## config.mk

```make
export PLATFORM = sky130hd
export DESIGN_NAME = ps2_kbd_event_rx
export DESIGN_NICKNAME = d
export VERILOG_FILES = /design/src/rtl/ps2_kbd_event_rx.sv
export SDC_FILE = /design/constraint.sdc
export NUM_CORES = 1
export LEC_CHECK = 0
export BUFFER_PORTS_ARGS = -buffer_cell sky130_fd_sc_hd__buf_2
export CORE_UTILIZATION = 55
export DETAILED_ROUTE_END_ITERATION = 10
export GPL_TIMING_DRIVEN = 0
export MAX_ROUTING_LAYER = met4
export PLACE_DENSITY = 0.75
export SYNTH_ARGS = -nofsm -noshare
export SYNTH_HDL_FRONTEND = slang
export SYNTH_SLANG_ARGS = --single-unit
```

## constraint.sdc

```tcl
create_clock -name clk -period 3.6 [get_ports clk]
set_input_delay 0.18 -clock clk [delete_from_list [all_inputs] [get_ports clk]]
set_output_delay 0.18 -clock clk [all_outputs]
set_load 0.05 [all_outputs]
```

## src/rtl/ps2_kbd_event_rx.sv

```systemverilog
// PS/2 keyboard receiver that turns E0/F0-prefixed scan codes into {ext, release, code} events queued in a FIFO.
// Optional build macro PS2_TIMEOUT_EN aborts a stalled partial frame after TIMEOUT_CYCLES idle clocks.
module ps2_kbd_event_rx #(
  parameter int FIFO_AW        = 3,
  parameter int SYNC_STAGES    = 2,
  parameter int TIMEOUT_CYCLES = 50000
) (
  input  logic             clk,
  input  logic             clrn,
  input  logic             ps2_clk,
  input  logic             ps2_data,
  output logic             ev_valid,
  input  logic             ev_ready,
  output logic [7:0]       ev_code,
  output logic             ev_release,
  output logic             ev_ext,
  output logic [FIFO_AW:0] ev_count,
  output logic             overflow,
  output logic             frame_err,
  input  logic             clear_err
);

  localparam int DEPTH = 1 << FIFO_AW;

  typedef enum logic [1:0] {ST_IDLE, ST_E0, ST_F0, ST_E0F0} dec_state_e;

  logic [SYNC_STAGES-1:0] clk_sync_q, clk_sync_d;
  logic [SYNC_STAGES-1:0] dat_sync_q, dat_sync_d;
  logic                   clk_prev_q, clk_prev_d;
  logic [3:0]             bit_cnt_q, bit_cnt_d;
  logic [9:0]             shift_q, shift_d;
  logic                   frame_rdy_q, frame_rdy_d;
  dec_state_e             state_q, state_d;
  logic [FIFO_AW:0]       wptr_q, wptr_d, rptr_q, rptr_d;
  logic [9:0]             head_q, head_d;
  logic                   overflow_q, overflow_d;
  logic                   frame_err_q, frame_err_d;
  logic [9:0]             mem_q [DEPTH];

  logic             clk_cur, dat_cur, fall;
  logic             frame_ok, err_set, timeout;
  logic [7:0]       rx_byte;
  logic             emit;
  logic [9:0]       ev_data;
  logic [FIFO_AW:0] count;
  logic             full, empty, pop, push_acc, ovf_set;

  assign clk_cur  = clk_sync_q[SYNC_STAGES-1];
  assign dat_cur  = dat_sync_q[SYNC_STAGES-1];
  assign fall     = clk_prev_q & ~clk_cur;
  // shift_q holds {stop, parity, d7..d0} once the stop bit is in
  assign rx_byte  = shift_q[7:0];
  assign frame_ok = shift_q[9] & (^shift_q[8:0]);

  assign count = wptr_q - rptr_q;
  assign full  = (count == (FIFO_AW+1)'(DEPTH));
  assign empty = (count == '0);
  assign pop   = ~empty & ev_ready;

`ifdef PS2_TIMEOUT_EN
  localparam int TO_W = $clog2(TIMEOUT_CYCLES + 1);
  logic [TO_W-1:0] to_cnt_q, to_cnt_d;

  always_comb begin
    to_cnt_d = '0;
    timeout  = 1'b0;
    if (!fall && bit_cnt_q != 4'd0) begin
      if (to_cnt_q == TO_W'(TIMEOUT_CYCLES - 1)) timeout = 1'b1;
      else                                       to_cnt_d = to_cnt_q + 1'b1;
    end
  end

  always_ff @(posedge clk) begin
    if (!clrn) to_cnt_q <= '0;
    else       to_cnt_q <= to_cnt_d;
  end
`else
  assign timeout = 1'b0;
`endif

  // NOTE: every always_comb output gets a default first so no path leaves it unassigned and infers a latch.
  always_comb begin
    clk_sync_d  = {clk_sync_q[SYNC_STAGES-2:0], ps2_clk};
    dat_sync_d  = {dat_sync_q[SYNC_STAGES-2:0], ps2_data};
    clk_prev_d  = clk_cur;
    bit_cnt_d   = bit_cnt_q;
    shift_d     = shift_q;
    frame_rdy_d = 1'b0;
    state_d     = state_q;
    err_set     = 1'b0;
    emit        = 1'b0;
    ev_data     = {2'b00, rx_byte};

    if (fall) begin
      if (bit_cnt_q == 4'd0) begin
        if (!dat_cur) bit_cnt_d = 4'd1;
      end else begin
        shift_d = {dat_cur, shift_q[9:1]};
        if (bit_cnt_q == 4'd10) begin
          bit_cnt_d   = 4'd0;
          frame_rdy_d = 1'b1;
        end else begin
          bit_cnt_d = bit_cnt_q + 4'd1;
        end
      end
    end

    if (frame_rdy_q) begin
      if (!frame_ok) begin
        err_set = 1'b1;
        state_d = ST_IDLE;
      end else if (rx_byte == 8'hE0) begin
        state_d = (state_q == ST_F0) ? ST_E0 : ST_E0;
      end else if (rx_byte == 8'hF0) begin
        state_d = (state_q == ST_E0) ? ST_E0F0 : ST_F0;
      end else begin
        emit    = 1'b1;
        ev_data = {(state_q == ST_E0) || (state_q == ST_E0F0),
                   (state_q == ST_F0) || (state_q == ST_E0F0), rx_byte};
        state_d = ST_IDLE;
      end
    end

    if (timeout) begin
      bit_cnt_d = 4'd0;
      state_d   = ST_IDLE;
      err_set   = 1'b1;
    end

    push_acc = emit & (~full | pop);
    ovf_set  = emit & full & ~pop;
    wptr_d   = wptr_q + (FIFO_AW+1)'(push_acc);
    rptr_d   = rptr_q + (FIFO_AW+1)'(pop);

    // The register mirrors the next head; a freshly written slot is not yet in mem_q
    head_d = head_q;
    if (rptr_d != wptr_d) begin
      if (push_acc && rptr_d == wptr_q) head_d = ev_data;
      else                              head_d = mem_q[rptr_d[FIFO_AW-1:0]];
    end

    overflow_d  = ovf_set | (overflow_q  & ~clear_err);
    frame_err_d = err_set | (frame_err_q & ~clear_err);
  end

  // NOTE: sequential state uses non-blocking assignments so every flop samples pre-edge values.
  always_ff @(posedge clk) begin
    if (!clrn) begin
      clk_sync_q  <= '1;
      dat_sync_q  <= '1;
      clk_prev_q  <= 1'b1;
      bit_cnt_q   <= 4'd0;
      shift_q     <= '0;
      frame_rdy_q <= 1'b0;
      state_q     <= ST_IDLE;
      wptr_q      <= '0;
      rptr_q      <= '0;
      head_q      <= '0;
      overflow_q  <= 1'b0;
      frame_err_q <= 1'b0;
    end else begin
      clk_sync_q  <= clk_sync_d;
      dat_sync_q  <= dat_sync_d;
      clk_prev_q  <= clk_prev_d;
      bit_cnt_q   <= bit_cnt_d;
      shift_q     <= shift_d;
      frame_rdy_q <= frame_rdy_d;
      state_q     <= state_d;
      wptr_q      <= wptr_d;
      rptr_q      <= rptr_d;
      head_q      <= head_d;
      overflow_q  <= overflow_d;
      frame_err_q <= frame_err_d;
    end
  end

  // NOTE: storage array is not reset; the pointers alone define which entries are meaningful.
  always_ff @(posedge clk) begin
    if (push_acc) mem_q[wptr_q[FIFO_AW-1:0]] <= ev_data;
  end

  assign ev_valid   = ~empty;
  assign ev_code    = head_q[7:0];
  assign ev_release = head_q[8];
  assign ev_ext     = head_q[9];
  assign ev_count   = count;
  assign overflow   = overflow_q;
  assign frame_err  = frame_err_q;

endmodule

```

### Word level (Yosys, flattened, before mapping)

Memories as Yosys holds them, arrays and structs flattened.
Cells that the tools add are included.

* bits in registers: 42
* RAM bits: 80
* output and inout bits: 17
* logic and storage cells: 76
* memories: 1

Memory list
* mem_q: depth 8, width 10, rd ports 1, clocked after memory_dff 0, wr ports 1, line 38 `logic [9:0] mem_q [DEPTH];`

* add/sub/neg operators: 4
* eq/ne operators: 10
* muxes and demuxes: 21
* bitwise logic cells: 19
* reduce and logical (&&, ||, !) cells: 9

Operator list (number)
* $mux 10: 5
* $eq 8x8->1 const B: 2
* $mux 4: 3
* $mux 1: 10
* $reduce_xor 9->1: 1
* $add 4x1->4: 2
* $and 1x1->1: 8
* $eq 4x4->1 const B: 2
* $logic_not 4->1: 2
* $not 1->1: 8
* $mux 2: 3
* $add 4x1->4 const B: 1
* $eq 2x2->1 const B: 2
* $eq 4x4->1: 1
* $ne 4x4->1: 1
* $reduce_and 2->1: 2
* $sub 4x4->4: 1
* $or 1x1->1: 3
* $reduce_or 3->1: 1
* $eq 2x1->1 const B: 1
* $logic_or 1x1->1: 2
* $ne 2x2->1 const B: 1
* $logic_and 1x1->1: 1

### Longest topological paths before layout

Gate-level depths: netlist of run 1.

* depth in word-level cells: 8
* depth in mapped cells: 17

### Worst setup path after synthesis of run 1

Ideal clock, no wire load.

* path kind: register to register
* from: reg rptr_q[2]
* to: reg head_q[0]
* setup time: 136 ps
* arrival time: 4116 ps
* setup slack: -652 ps
* cell stages (with the launch flop): 17
* period minus slack after synthesis: 4252 ps
* cell sequence: dfxtp_1 inv_1 ha_1 and3b_1 or3_4 and2_4 or4_4 and2_4 ha_1 ha_1 buf_2 buf_4 buf_2 mux4_2 mux2_2 a21oi_1 o32ai_1

* word-level cells in the longest chain between the ends: 8
* elaborated cells between the ends (all ways): 15
* classes of those cells: add/sub (3); eq/ne (3); mux (1); bitwise (5); reduce/logical (2); memory (1)

RTL lines
* start: declaration: line 34 `logic [FIFO_AW:0] wptr_q, wptr_d, rptr_q, rptr_d;`
* start signal: assignment: line 170 `rptr_q <= rptr_d;`
* $sub 4x4->4 *: line 55 `assign count = wptr_q - rptr_q;`
* via ev_count[3]: line 17 `output logic [FIFO_AW:0] ev_count,`
* $logic_not 4->1 *: line 57 `assign empty = (count == '0);`
* $not 1->1 *
* via ev_valid: line 12 `output logic ev_valid,`
* $and 1x1->1 *: line 58 `assign pop = ~empty & ev_ready;`
* $add 4x1->4 *: line 133 `rptr_d = rptr_q + (FIFO_AW+1)'(pop);`
* via rptr_d[1]: line 34
* branches (longest 3 deep; another with $mem_v2 8x10)
* end signal: assignment: line 158 `head_q <= '0;`
* end signal: assignment: line 171 `head_q <= head_d;`
* end: declaration: line 35 `logic [9:0] head_q, head_d;`

Mark *: on every way through the listed nets, which the timed path passes.
A chain may end at the register's enable or synchronous reset.

### Final worst setup path of run 1

* from: reg wptr_q[2]
* to: reg head_q[6]

* word-level cells in the longest chain between the ends: 8
* elaborated cells between the ends (all ways): 15
* classes of those cells: add/sub (3); eq/ne (3); mux (1); bitwise (5); reduce/logical (2); memory (1)

RTL lines
* start: declaration: line 34
* start signal: assignment: line 169 `wptr_q <= wptr_d;`
* $sub 4x4->4 *: line 55
* $logic_not 4->1 *: line 57
* $not 1->1 *: line 58
* $and 1x1->1 *: line 58
* $add 4x1->4 *: line 133
* via rptr_d[1]: line 34
* branches (longest 3 deep; another with $mem_v2 8x10)

Marks and branches as above.

==> results.md, run 1 <==
- The min-delay analysis places its worst path in the category input pin to register.
- For this configuration, the core starts out at a cell density of 57.0%.
- The overflow left after global routing is 0.
- Of all nets on the critical path, the largest fanout is 8.
- The dominant synthesized flop cell is sky130_fd_sc_hd__edfxtp_1.
- The slowest cell on the critical path is sky130_fd_sc_hd__or4_4.
- The endpoint of the worst register-to-register path is head_q[6]$_SDFFE_PN0P_.
- The relative slew slack is 22.9%.
- In the final layout, the share of cells above drive strength 1 is 36.0%.
- The initial antenna violation count is 0.
- The number of clock sinks is 122.
- The via total after detailed routing is 3,289.
- Data arrives at the worst endpoint at 4200 ps.
- The number of warnings printed during yosys synthesis is 0.
- Counting both buffers and inverters, the worst setup path holds a total of 1.
- CTS built an H-tree with a depth of 4.
- The number of slew-limit violations in the final report is 0.
- The width of the die is 99.9 um.
- The sum of routed wire length over all layers is 11,900 um.
- The highest ir drop seen on vdd is 352 uV.
- The number of instances in the synthesized netlist is 367.
- Hold timing on the final database bottoms out at a slack of 364 ps.
- Ranked by instance count, the synthesized netlist is headed by sky130_fd_sc_hd__edfxtp_1, sky130_fd_sc_hd__dfxtp_1, sky130_fd_sc_hd__inv_1.
- The clock period minus worst slack is 3810 ps.
- In this run the core area contains 35 standard-cell rows.
- The required time of the critical path is 3990 ps.
- For the worst flop-to-flop path, the logic depth is 13.
- The post-synthesis async set-or-reset flop share is 0%.
- TritonCTS built the clock tree.
- The floorplan step defined a core boundary enclosing 0.00924 mm^2.
- The via-per-instance ratio is 5.76.
- For the final database, setup skew stands at 10.9 ps.
- Entering global routing, the biggest net connects 17 pins.
- Among all cell types in the netlist, the one instantiated most often is sky130_fd_sc_hd__edfxtp_1.
- The flow ran to the end, but the final reports show violations.
- During I/O placement, the number of pins put on the boundary was 23.
- Synthesis instantiated 48 different standard cells from the library.
- The number of buffers between clock root and the deepest sink is 2.
- The number of antenna cells inserted is 0.
- The count of flip-flops with a built-in enable after synthesis is 80.
- Summed over its instances, the top area cell type makes up 45.6% of the synthesized netlist area.
- The worst setup path endpoint is head_q[6]$_SDFFE_PN0P_.
- The detailed router finished its first iteration with 279 violations.
- The per-instance average area after synthesis is 14.4 um^2.
- In this run the worst setup path begins at wptr_q[2]$_SDFF_PN0_.
- The full die area is 0.00998 mm^2.
- The worst setup slack after placement is -670 ps.
- After detailed routing, the average wire length per cell comes to 20.9 um.
- The number of optimization iterations in the first detailed-route pass is 5.
- After filler insertion, the fill cell instance count of the layout stands at 584.
- The leading area contributor after synthesis is sky130_fd_sc_hd__edfxtp_1.
- The final number of hold-violating endpoints is 0.
- The synthesized flop and latch total is 122.
- For this design the ratio of total power to cell area is 710 mW/mm^2.
- In the final design database the tool counted 451 nets.
- The path type of the worst setup path is register to register.
- The most frequent cell on the critical path is sky130_fd_sc_hd__ha_4.
- The global placer's final weighted congestion is 0.857.
- Across every metal layer, demand over resource in global routing totals 25.8%.
- Traced cell by cell, the critical path runs through ha_4 -> and3b_1 -> or3_4 -> and2_4 -> or4_4 -> and2_4 -> ha_4 -> ha_4 -> buf_12 -> mux4_2 -> mux2_4 -> a21oi_4 -> o32ai_2.
- Derived from the worst setup path, the maximum achievable clock frequency is 0.262 GHz.
- The actual slew at the worst max-slew pin is 1150 ps.
- The clock root buffer is sky130_fd_sc_hd__clkbuf_8.
- The number of remaining DRC errors is 0.
- Among cell families on the critical path, the largest total delay comes from simple AND/OR/NAND/NOR gates.
- By area the synthesized netlist is led by sky130_fd_sc_hd__edfxtp_1, sky130_fd_sc_hd__dfxtp_1, sky130_fd_sc_hd__mux4_2.
- The number of max-cap violations is 0.
- The number of global-route vias before repair was 3,317.
- For this design the static power due to leakage is 2.38 nW.
- The count of nets left with antenna violations once routing finished came out at 0.
- The number of cells on the critical path is 13.
- After synthesis the cells add up to 0.00527 mm^2.
- The checks that failed: setup timing.
- The area added between synthesis and finish is 25.4%.
- The launch point of the worst reg-to-reg path is wptr_q[2]$_SDFF_PN0_.
- The post-DP HPWL is 7200 um.
- Dividing the final minimum period by the clock period gives 106%.
- Setup violations remaining at the end of the flow were counted as 10.
- The first global-routing pass estimated 17,900 um of wire.
- The setup slack of the worst register-to-register path is -210 ps.
- The maximum cell stage delay along the critical path is 530 ps.
- The final critical-path setup slack is -210 ps.
- The number of port buffers is 22.
- At the later pin of the worst-skew pair, clock insertion delay measures 520 ps.
- After clock tree synthesis, the clock-pin slew on the worst setup and hold paths is 50 ps.
- The post-synthesis sequential area ratio is 61.6%.
- The net count of the mapped netlist is 389.
- Setup repair after global routing could not meet its margin everywhere.
- STA classifies the critical path startpoint as a register.
- Clock tree synthesis inserted a total of 17 buffers.
- The overall die height is 99.9 um.
- The critical path capture point type is a register.
tightest hold or removal path: stages:
cell and delay (ps):
sky130_fd_sc_hd__buf_2 110, sky130_fd_sc_hd__nor4_4 50, sky130_fd_sc_hd__nand3_1 170, sky130_fd_sc_hd__a21oi_2 80, sky130_fd_sc_hd__o32ai_1 240
metrics by stage:
step                      cell area, um^2  instances  util (%)  total power, mW  setup TNS (ps)
after floorplan                      5370        367         -             2.63           -3100
after global placement               5640        518      61.1             2.87          -13050
after detailed placement             5680        520      61.4             2.89           -6380
after CTS                            6450        564      69.8             4.60           -2030
after global routing                 6610        571      71.5             4.85           -2600
final                                6610        571      71.5             4.69           -1550
area by class of cell:
type	instances	area (um^2)	area share, %
sequential	122	3260	49.3
multi-input combinational	206	2110	31.9
clock buffer	24	482	7.29
timing repair buffer	45	329	4.98
tap	129	161	2.44
buffer	13	109	1.65
inverter	24	90.1	1.36
clock inverter	8	66.3	1.00
cells in the final DEF (no fill, tap or decap), drive strengths merged, types with 5 or more instances in the layout:
cell / netlist / layout
inv: 24 / 25
o21ai: 10 / 10
o32ai: 10 / 10
a21oi: 12 / 12
clkbuf: 6 / 30
nand2: 9 / 9
xnor2: 6 / 6
clkinv: 0 / 6
mux2: 10 / 10
nor2b: 12 / 12
buf: 9 / 48
and2: 13 / 13
xor2: 10 / 10
and3: 5 / 5
dfxtp: 42 / 42
nor2: 12 / 12
nor3: 16 / 16
mux4: 20 / 20
a21boi: 5 / 5
mux2i: 6 / 6
ha: 15 / 15
nand2b: 9 / 9
edfxtp: 80 / 80
flip-flops by register name (all words and copies together) (netlist names):
name and flops:
clk_prev_q 1, mem_q 80, head_q 10, wptr_q 4
dat_sync_q 2, shift_q 10, state_q 2, frame_err 1
overflow 1, rptr_q 4, frame_rdy_q 1, clk_sync_q 2
bit_cnt_q 4
cells by family after synthesis:
kind of cell	Yosys count	share of synthesized area (%)
flops	122	61.6
simple gates	93	10.3
compound gates	43	5.44
buf+inv	39	3.13
mux	36	11.8
xor+xnor	18	3.85
fa+ha+maj	16	3.94
metal layers:
metal | vias up | wire length, um | track usage [%]
met1 | 1634 | 4960 | 32.4
met5 | - | 0 | -
li1 | 1491 | - | -
met2 | 137 | 5980 | 40.7
met4 | 0 | 252 | 9.95
met3 | 27 | 715 | 6.48
how the worst min path moves through the flow:
stage               startpoint                  endpoint  slack, ps  cells past startpoint
floorplan                 clrn     clk_prev_q$_SDFF_PN1_        250                      1
finish                ev_ready    head_q[5]$_SDFFE_PN0P_        360                      5
detailed placement     ps2_clk  clk_sync_q[0]$_SDFF_PN1_        370                      2
global placement      ps2_data  dat_sync_q[0]$_SDFF_PN1_        360                      2
global route           ps2_clk  clk_sync_q[0]$_SDFF_PN1_        370                      3
CTS                   ev_ready    head_q[9]$_SDFFE_PN0P_        350                      5
report_power, final:
group	internal, mW	leakage, nW	total [mW]	switching [mW]
clock network	0.984	0.278	1.55	0.564
logic	0.711	1.01	1.60	0.887
registers	1.52	1.09	1.55	0.0269
total	3.21	2.38	4.69	1.48
what timing repair did:
action,CTS,global route
pin swaps,3,3
gates resized for setup,22,26
hold endpoints to repair,5,0
hold buffers,4,0
endpoints found under the setup margin,19,30
cloned,0,1
buffers inserted,9,7
Power figures use the tool's default switching activity.
==> run 2, diff against run 1 <==
--- a/config.mk
+++ b/config.mk
@@ -6,11 +6,13 @@
 export NUM_CORES = 1
 export LEC_CHECK = 0
 export BUFFER_PORTS_ARGS = -buffer_cell sky130_fd_sc_hd__buf_2
-export CORE_UTILIZATION = 55
+export CORE_UTILIZATION = 57
+export CTS_BUF_LIST = sky130_fd_sc_hd__clkbuf_8
 export DETAILED_ROUTE_END_ITERATION = 10
 export GPL_TIMING_DRIVEN = 0
 export MAX_ROUTING_LAYER = met4
-export PLACE_DENSITY = 0.75
+export PLACE_DENSITY = 0.78
+export SKIP_CTS_REPAIR_TIMING = 1
 export SYNTH_ARGS = -nofsm -noshare
 export SYNTH_HDL_FRONTEND = slang
 export SYNTH_SLANG_ARGS = --single-unit
==> results.md, run 2 (synthesized netlist as in run 1, its figures left out) <==
- The clock latency reported for the late side of the worst-skew pair is 430 ps (-90 ps).
- The remaining antenna violation count was 0 (unchanged).
- The CTS buffer count is 17 (unchanged).
- The count of nets after finishing is 450 (-0.22%).
- The final reports fail on DRC, setup timing.
- The wire length of the first global-routing pass is 16,800 um (-6.0%).
- The via-per-instance ratio is 6.17 (+7.2%).
- The overall die height is 98.1 um (-1.7%).
- The area added between synthesis and finish is 24.3%.
- The number of optimization iterations in the first detailed-route pass is 10 (+5).
- The number of failing setup endpoints in the final timing report was 10 (unchanged).
- The full die area came to 0.00963 mm^2 (-3.4%).
- The largest delay contributor family on the critical path is simple AND/OR/NAND/NOR gates.
- The worst hold path belongs to the class input pin to register.
- The overall power consumption came to 4.57 mW (-2.5%).
- The initial antenna violation count was 0 (unchanged).
- The count of H-tree levels built during CTS is 4 (unchanged).
- The worst setup path is launched from a register.
- The overall routing resource usage is 24.8% (-1.0 points).
- The I/O pin count is 23 (unchanged).
- The final critical-path setup slack is -241 ps (-30.3 ps).
- The number of antenna cells inserted came to 0 (unchanged).
- The period utilization is 107% (+0.84 points).
- The fraction of layout instances using a drive strength above 1 is 38.5% (+2.6 points).
- The sum of routed wire length over all layers was 12,700 um (+6.5%).
- The effective utilization at floorplan was 59.5% (+2.5 points).
- The core occupancy in the finished layout is 74.0% (+2.5 points).
- Setup repair after global routing could not meet its margin everywhere.
- The overflow left after global routing is 0 (unchanged).
- The flip-flop count of the largest register, all copies and words added was 80 (unchanged).
- The path type of the worst setup path is register to register.
- The relative slew slack is 46.6% (+24 points).
- The slowest cell on the critical path is sky130_fd_sc_hd__or4_4.
- The number of global-route vias before repair came to 3,152 (-5.0%).
- The total instance count after detailed placement is 499 (-4.0%).
- The post-route non-filler standard cell count was 549 (-3.9%).
- The leading cell type in the layout, fill and taps excluded is sky130_fd_sc_hd__edfxtp_1.
- The number of port buffers came to 22 (unchanged).
- The maximum cell stage delay along the critical path came to 520 ps (about the same).
- TritonCTS built the clock tree.
- The maximum achievable frequency was 0.260 GHz (-0.79%).
- The fill cell instance count of the final layout is 539 (-7.7%).
- The design area is 0.00655 mm^2 (-0.89%).
- The clock period minus worst slack is 3840 ps (+30.3 ps).
- The number of clock sinks is 122 (unchanged).
- The floorplan row count is 34 (-2.9%).
- The number of remaining DRC errors came to 2 (+2).
- The instance area after placement is 0.00565 mm^2 (-0.46%).
- The via total after detailed routing is 3,390 (+3.1%).
- The arrival time at the worst endpoint is 4150 ps (-50 ps).
- The sum of buffers and inverters on the critical path is 2 (+1).
- Traced cell by cell, the critical path runs through inv_2 -> ha_4 -> a21o_1 -> or3_4 -> and2_4 -> or4_4 -> and2_4 -> ha_4 -> ha_4 -> buf_12 -> mux4_2 -> mux2_4 -> a21oi_2 -> o32ai_2.
- The pin count of the biggest net entering global routing is 17 (unchanged).
- In this design, the critical path's most frequently occurring cell is sky130_fd_sc_hd__ha_4.
- The final number of hold-violating endpoints is 0 (unchanged).
- The run finished, with violations left.
- The final setup skew is 8.38 ps (-2.51 ps).
- The clock input transition at the sequential cells of the worst setup and hold paths came to 70 ps (+20 ps).
- The global placer's final weighted congestion came to 0.804 (-6.1%).
- The number of design-rule violations left by the first detailed-router iteration is 355 (+27%).
- The actual slew at the worst max-slew pin is 800 ps (-352 ps).
- The required time of the critical path came to 3910 ps (-80 ps).
- The placeable core area is 0.00885 mm^2 (-4.2%).
- The biggest fanout along the worst timing path is 5 (-3).
- The number of buffers between clock root and the deepest sink is 2 (unchanged).
- The routed wirelength normalized by instance count came to 23.1 um (+11%).
- The sequential standard cell area came to 0.00326 mm^2 (about the same).
- The hold slack is 54.5 ps (-309 ps).
- The summed negative setup slack over all endpoints is -1780 ps (-226 ps).
- The library cells used most frequently in the layout, excluding fill and tap cells, are sky130_fd_sc_hd__edfxtp_1, sky130_fd_sc_hd__dfxtp_1, sky130_fd_sc_hd__inv_1, sky130_fd_sc_hd__buf_2, sky130_fd_sc_hd__clkbuf_8.
- The multi-input gate area in the final layout came to 0.00222 mm^2 (+5.3%).
- The width of the die is 98.1 um (-1.7%).
- The power per standard cell area was 698 mW/mm^2 (-1.6%).
- The highest ir drop seen on vdd is 538 uV (+53%).
- The number of slew-limit violations in the final report came to 0 (unchanged).
- The post-DP HPWL is 6970 um (-3.2%).
- The static leakage power is 2.36 nW (-0.80%).
- The critical path capture point type is a register.
- The worst setup slack after placement is -731 ps (-61.0 ps).
- The number of max-cap violations was 0 (unchanged).
- The clock root buffer is sky130_fd_sc_hd__clkbuf_8.
run 2: tightest hold or removal path, cell delays in order:
cell and delay (ps):
sky130_fd_sc_hd__buf_2 90, sky130_fd_sc_hd__nand2b_1 90, sky130_fd_sc_hd__a21boi_0 70
run 2: final timing paths:
check	startpoint	endpoint	slack [ps]	cells after the start
min	clear_err	frame_err$_SDFF_PN0_	50	3
max	rptr_q[2]$_SDFF_PN0_	head_q[5]$_SDFFE_PN0P_	-240	14
max reg2reg	rptr_q[2]$_SDFF_PN0_	head_q[5]$_SDFFE_PN0P_	-240	14
min reg2reg	clk_sync_q[0]$_SDFF_PN1_	clk_sync_q[1]$_SDFF_PN1_	410	1
run 2: metal layers:
layer / vias to the layer above / track usage, % / share of wire (%)
met2: 171 / 39.4 / 52
met1: 1689 / 31.4 / 38
met4: 0 / 9.30 / 2.8
met5: - / - / 0
li1: 1486 / - / -
met3: 44 / 5.58 / 7.1
run 2: where the power goes:
group          switching, mW  internal [mW]  total (mW)
Combinational          0.978          0.840        1.82
Clock                  0.513          0.696        1.21
Sequential            0.0295           1.52        1.55
run 2: layout make-up:
type / count / area share [%]
flip-flops and latches: 122 / 49.7
multi-input cells: 208 / 33.9
repair buffers: 42 / 5.01
clock buffers: 22 / 4.62
well taps: 108 / 2.06
plain buffers: 13 / 1.78
clock inverters: 10 / 1.49
inverters: 24 / 1.38
==> run 3, diff against run 2 <==
==> constraint.sdc (replaced) <==
create_clock -name clk -period 3.6 [get_ports clk]
set_input_delay 0.72 -clock clk [delete_from_list [all_inputs] [get_ports clk]]
set_output_delay 0.72 -clock clk [all_outputs]
set_load 0.05 [all_outputs]
==> results.md, run 3 (synthesized netlist as in run 1, its figures left out) <==
- The run finished, with violations left.
- The checks that failed: DRC, setup timing.
- The power per standard cell area came to 700 mW/mm^2 (+0.24%).
- The length in cells of the worst reg-to-reg path was 14 (unchanged).
- The critical path in this run is classified as register to register.
- The relative slew slack is 49.7% (+3.1 points).
- The global placer's final weighted congestion is 0.804 (unchanged).
- The number of global-route vias before repair is 3,152 (unchanged).
- The fill cell instance count of the final layout is 540 (+0.19%).
- The actual slew at the worst max-slew pin is 753 ps (-46.9 ps).
- The I/O pin count was 23 (unchanged).
- The number of buffers between clock root and the deepest sink is 2 (unchanged).
- The initial antenna violation count was 0 (unchanged).
- The number of remaining DRC errors was 2 (unchanged).
- The overflow left after global routing is 0 (unchanged).
- The number of max-cap violations is 0 (unchanged).
- The startpoint type of the worst setup path is a register.
- The routed length on met2 was 6520 um (-0.58%).
- The biggest fanout along the worst timing path is 5 (unchanged).
- The leading cell type in the layout, fill and taps excluded is sky130_fd_sc_hd__edfxtp_1.
- The setup slack of the worst register-to-register path came to -250 ps (about the same).
- The total instance count after detailed placement was 499 (unchanged).
- The clock latency reported for the late side of the worst-skew pair is 430 ps (about the same).
- The wire length of the first global-routing pass is 16,800 um (unchanged).
- The floorplan row count is 34 (unchanged).
- The worst setup slack after placement is -731 ps (unchanged).
- The highest ir drop seen on vdd is 537 uV (about the same).
- Setup repair after global routing could not meet its margin everywhere.
- The width of the die is 98.1 um (unchanged).
- The hold slack is 409 ps (+354 ps).
- The fraction of layout instances using a drive strength above 1 is 38.7% (+0.18 points).
- The clock tree from TritonCTS is yes.
- The library cells used most frequently in the layout, excluding fill and tap cells, are sky130_fd_sc_hd__edfxtp_1, sky130_fd_sc_hd__dfxtp_1, sky130_fd_sc_hd__inv_1, sky130_fd_sc_hd__buf_2, sky130_fd_sc_hd__clkbuf_8.
- The count of H-tree levels built during CTS is 4 (unchanged).
- The post-route non-filler standard cell count is 547 (-0.36%).
- The core occupancy in the finished layout is 73.8% (-0.23 points).
- The overall die height is 98.1 um (unchanged).
- The via-per-instance ratio is 6.15 (-0.34%).
- The CTS buffer count came to 17 (unchanged).
- The number of port buffers is 22 (unchanged).
- The period utilization came to 107% (+0.18 points).
- The launch point of the worst reg-to-reg path is rptr_q[2]$_SDFF_PN0_.
- The routed wirelength normalized by instance count is 23.2 um (+0.37%).
- From synthesis to final layout, the design area changed by 23.9%.
- The overall power consumption is 4.57 mW (about the same).
- The beginning of the worst hold path is clk_sync_q[0]$_SDFF_PN1_.
- The number of design-rule violations left by the first detailed-router iteration is 325 (-8.5%).
- The required time of the critical path came to 3900 ps (about the same).
- The remaining antenna violation count is 0 (unchanged).
- The worst setup path is captured at a register.
- The via total after detailed routing was 3,366 (-0.71%).
- The wire length the detailed router placed on met1 came to 4810 um (-1.0%).
- In this run the clock root is driven by a sky130_fd_sc_hd__clkbuf_8.
- The met3 routed wirelength came to 1030 um (+14%).
- The number of optimization iterations in the first detailed-route pass was 10 (unchanged).
- The full die area is 0.00963 mm^2 (unchanged).
- The number of antenna cells inserted is 0 (unchanged).
- The maximum achievable frequency is 0.260 GHz (-0.16%).
- The clock input transition at the sequential cells of the worst setup and hold paths is 70 ps (about the same).
- The sum of routed wire length over all layers was 12,700 um (unchanged).
- The number of clock sinks came to 122 (unchanged).
- The count of nets after finishing is 448 (-0.44%).
- In this run the critical register-to-register path is captured at head_q[5]$_SDFFE_PN0P_.
- The topmost layer with routed signal wires is met4.
- The instance count along the most critical hold path is 1 (-2).
- The static leakage power is 2.35 nW (-0.35%).
- The worst min-delay path class is register to register.
- The final critical-path setup slack is -247 ps (-6.32 ps).
- The number of failing setup endpoints in the final timing report is 10 (unchanged).
- The post-DP HPWL is 6970 um (unchanged).
- The worst hold path endpoint is clk_sync_q[1]$_SDFF_PN1_.
- The final setup skew is 8.58 ps (+0.201 ps).
- The final number of hold-violating endpoints was 0 (unchanged).
- The pin count of the biggest net entering global routing is 17 (unchanged).
- The summed negative setup slack over all endpoints was -1760 ps (+17.1 ps).
- The arrival time at the worst endpoint was 4150 ps (about the same).
- The effective utilization at floorplan came to 59.5% (unchanged).
- The instance area after placement was 0.00565 mm^2 (unchanged).
- The flip-flop count of the largest register, all copies and words added is 80 (unchanged).
- The overall routing resource usage is 24.8% (unchanged).
- The placeable core area is 0.00885 mm^2 (unchanged).
- The design area came to 0.00653 mm^2 (-0.31%).
- The clock period minus worst slack came to 3850 ps (+6.32 ps).
- The number of slew-limit violations in the final report came to 0 (unchanged).
## run 3: cell count changes in the layout (fill, tap and decap cells not counted)
cell,previous run,this run
sky130_fd_sc_hd__dlygate4sd3_1,2,0
## run 3: power breakdown
| part | switching [mW] | leakage (nW) | internal (mW) |
|---|---|---|---|
| registers | 0.0293 | 1.09 | 1.52 |
| clock network | 0.509 | 0.223 | 0.696 |
| logic | 0.980 | 1.04 | 0.839 |
| total | 1.52 | 2.35 | 3.05 |
## run 3: final cells by class
| cell class | count | area (um^2) | share of cell area, % |
|---|---|---|---|
| Buffer | 13 | 116 | 1.78 |
| Clock buffer | 22 | 303 | 4.64 |
| Clock inverter | 10 | 97.6 | 1.49 |
| Inverter | 24 | 90.1 | 1.38 |
| Multi-Input combinational cell | 208 | 2220 | 34.0 |
| Sequential cell | 122 | 3260 | 49.9 |
| Tap cell | 108 | 135 | 2.07 |
| Timing Repair Buffer | 40 | 308 | 4.71 |
## run 3: per-layer routing
layer | track usage, % | up-vias
li1 | - | 1482
met1 | 31.4 | 1668
met2 | 39.4 | 179
met3 | 5.58 | 37
met4 | 9.30 | 0
met5 | - | -
## run 3: worst max path at each step
stage                               from                endpoint  cells after the start
floorplan           rptr_q[2]$_SDFF_PN0_  head_q[8]$_SDFFE_PN0P_                     15
global placement    wptr_q[0]$_SDFF_PN0_  head_q[4]$_SDFFE_PN0P_                     15
detailed placement  wptr_q[0]$_SDFF_PN0_  head_q[4]$_SDFFE_PN0P_                     15
CTS                 wptr_q[0]$_SDFF_PN0_  head_q[9]$_SDFFE_PN0P_                     15
global route        wptr_q[0]$_SDFF_PN0_  head_q[5]$_SDFFE_PN0P_                     15
finish              rptr_q[2]$_SDFF_PN0_  head_q[5]$_SDFFE_PN0P_                     14
## run 3: worst max-delay path, stage by stage (launching register included)
cell,delay (ps)
sky130_fd_sc_hd__dfxtp_4,390
sky130_fd_sc_hd__inv_2,50
sky130_fd_sc_hd__ha_4,210
sky130_fd_sc_hd__a21o_1,160
sky130_fd_sc_hd__or3_4,390
sky130_fd_sc_hd__and2_4,170
sky130_fd_sc_hd__or4_4,520
sky130_fd_sc_hd__and2_4,160
sky130_fd_sc_hd__ha_4,160
sky130_fd_sc_hd__ha_4,330
sky130_fd_sc_hd__buf_12,120
sky130_fd_sc_hd__mux4_2,490
sky130_fd_sc_hd__mux2_4,290
sky130_fd_sc_hd__a21oi_2,160
sky130_fd_sc_hd__o32ai_2,110
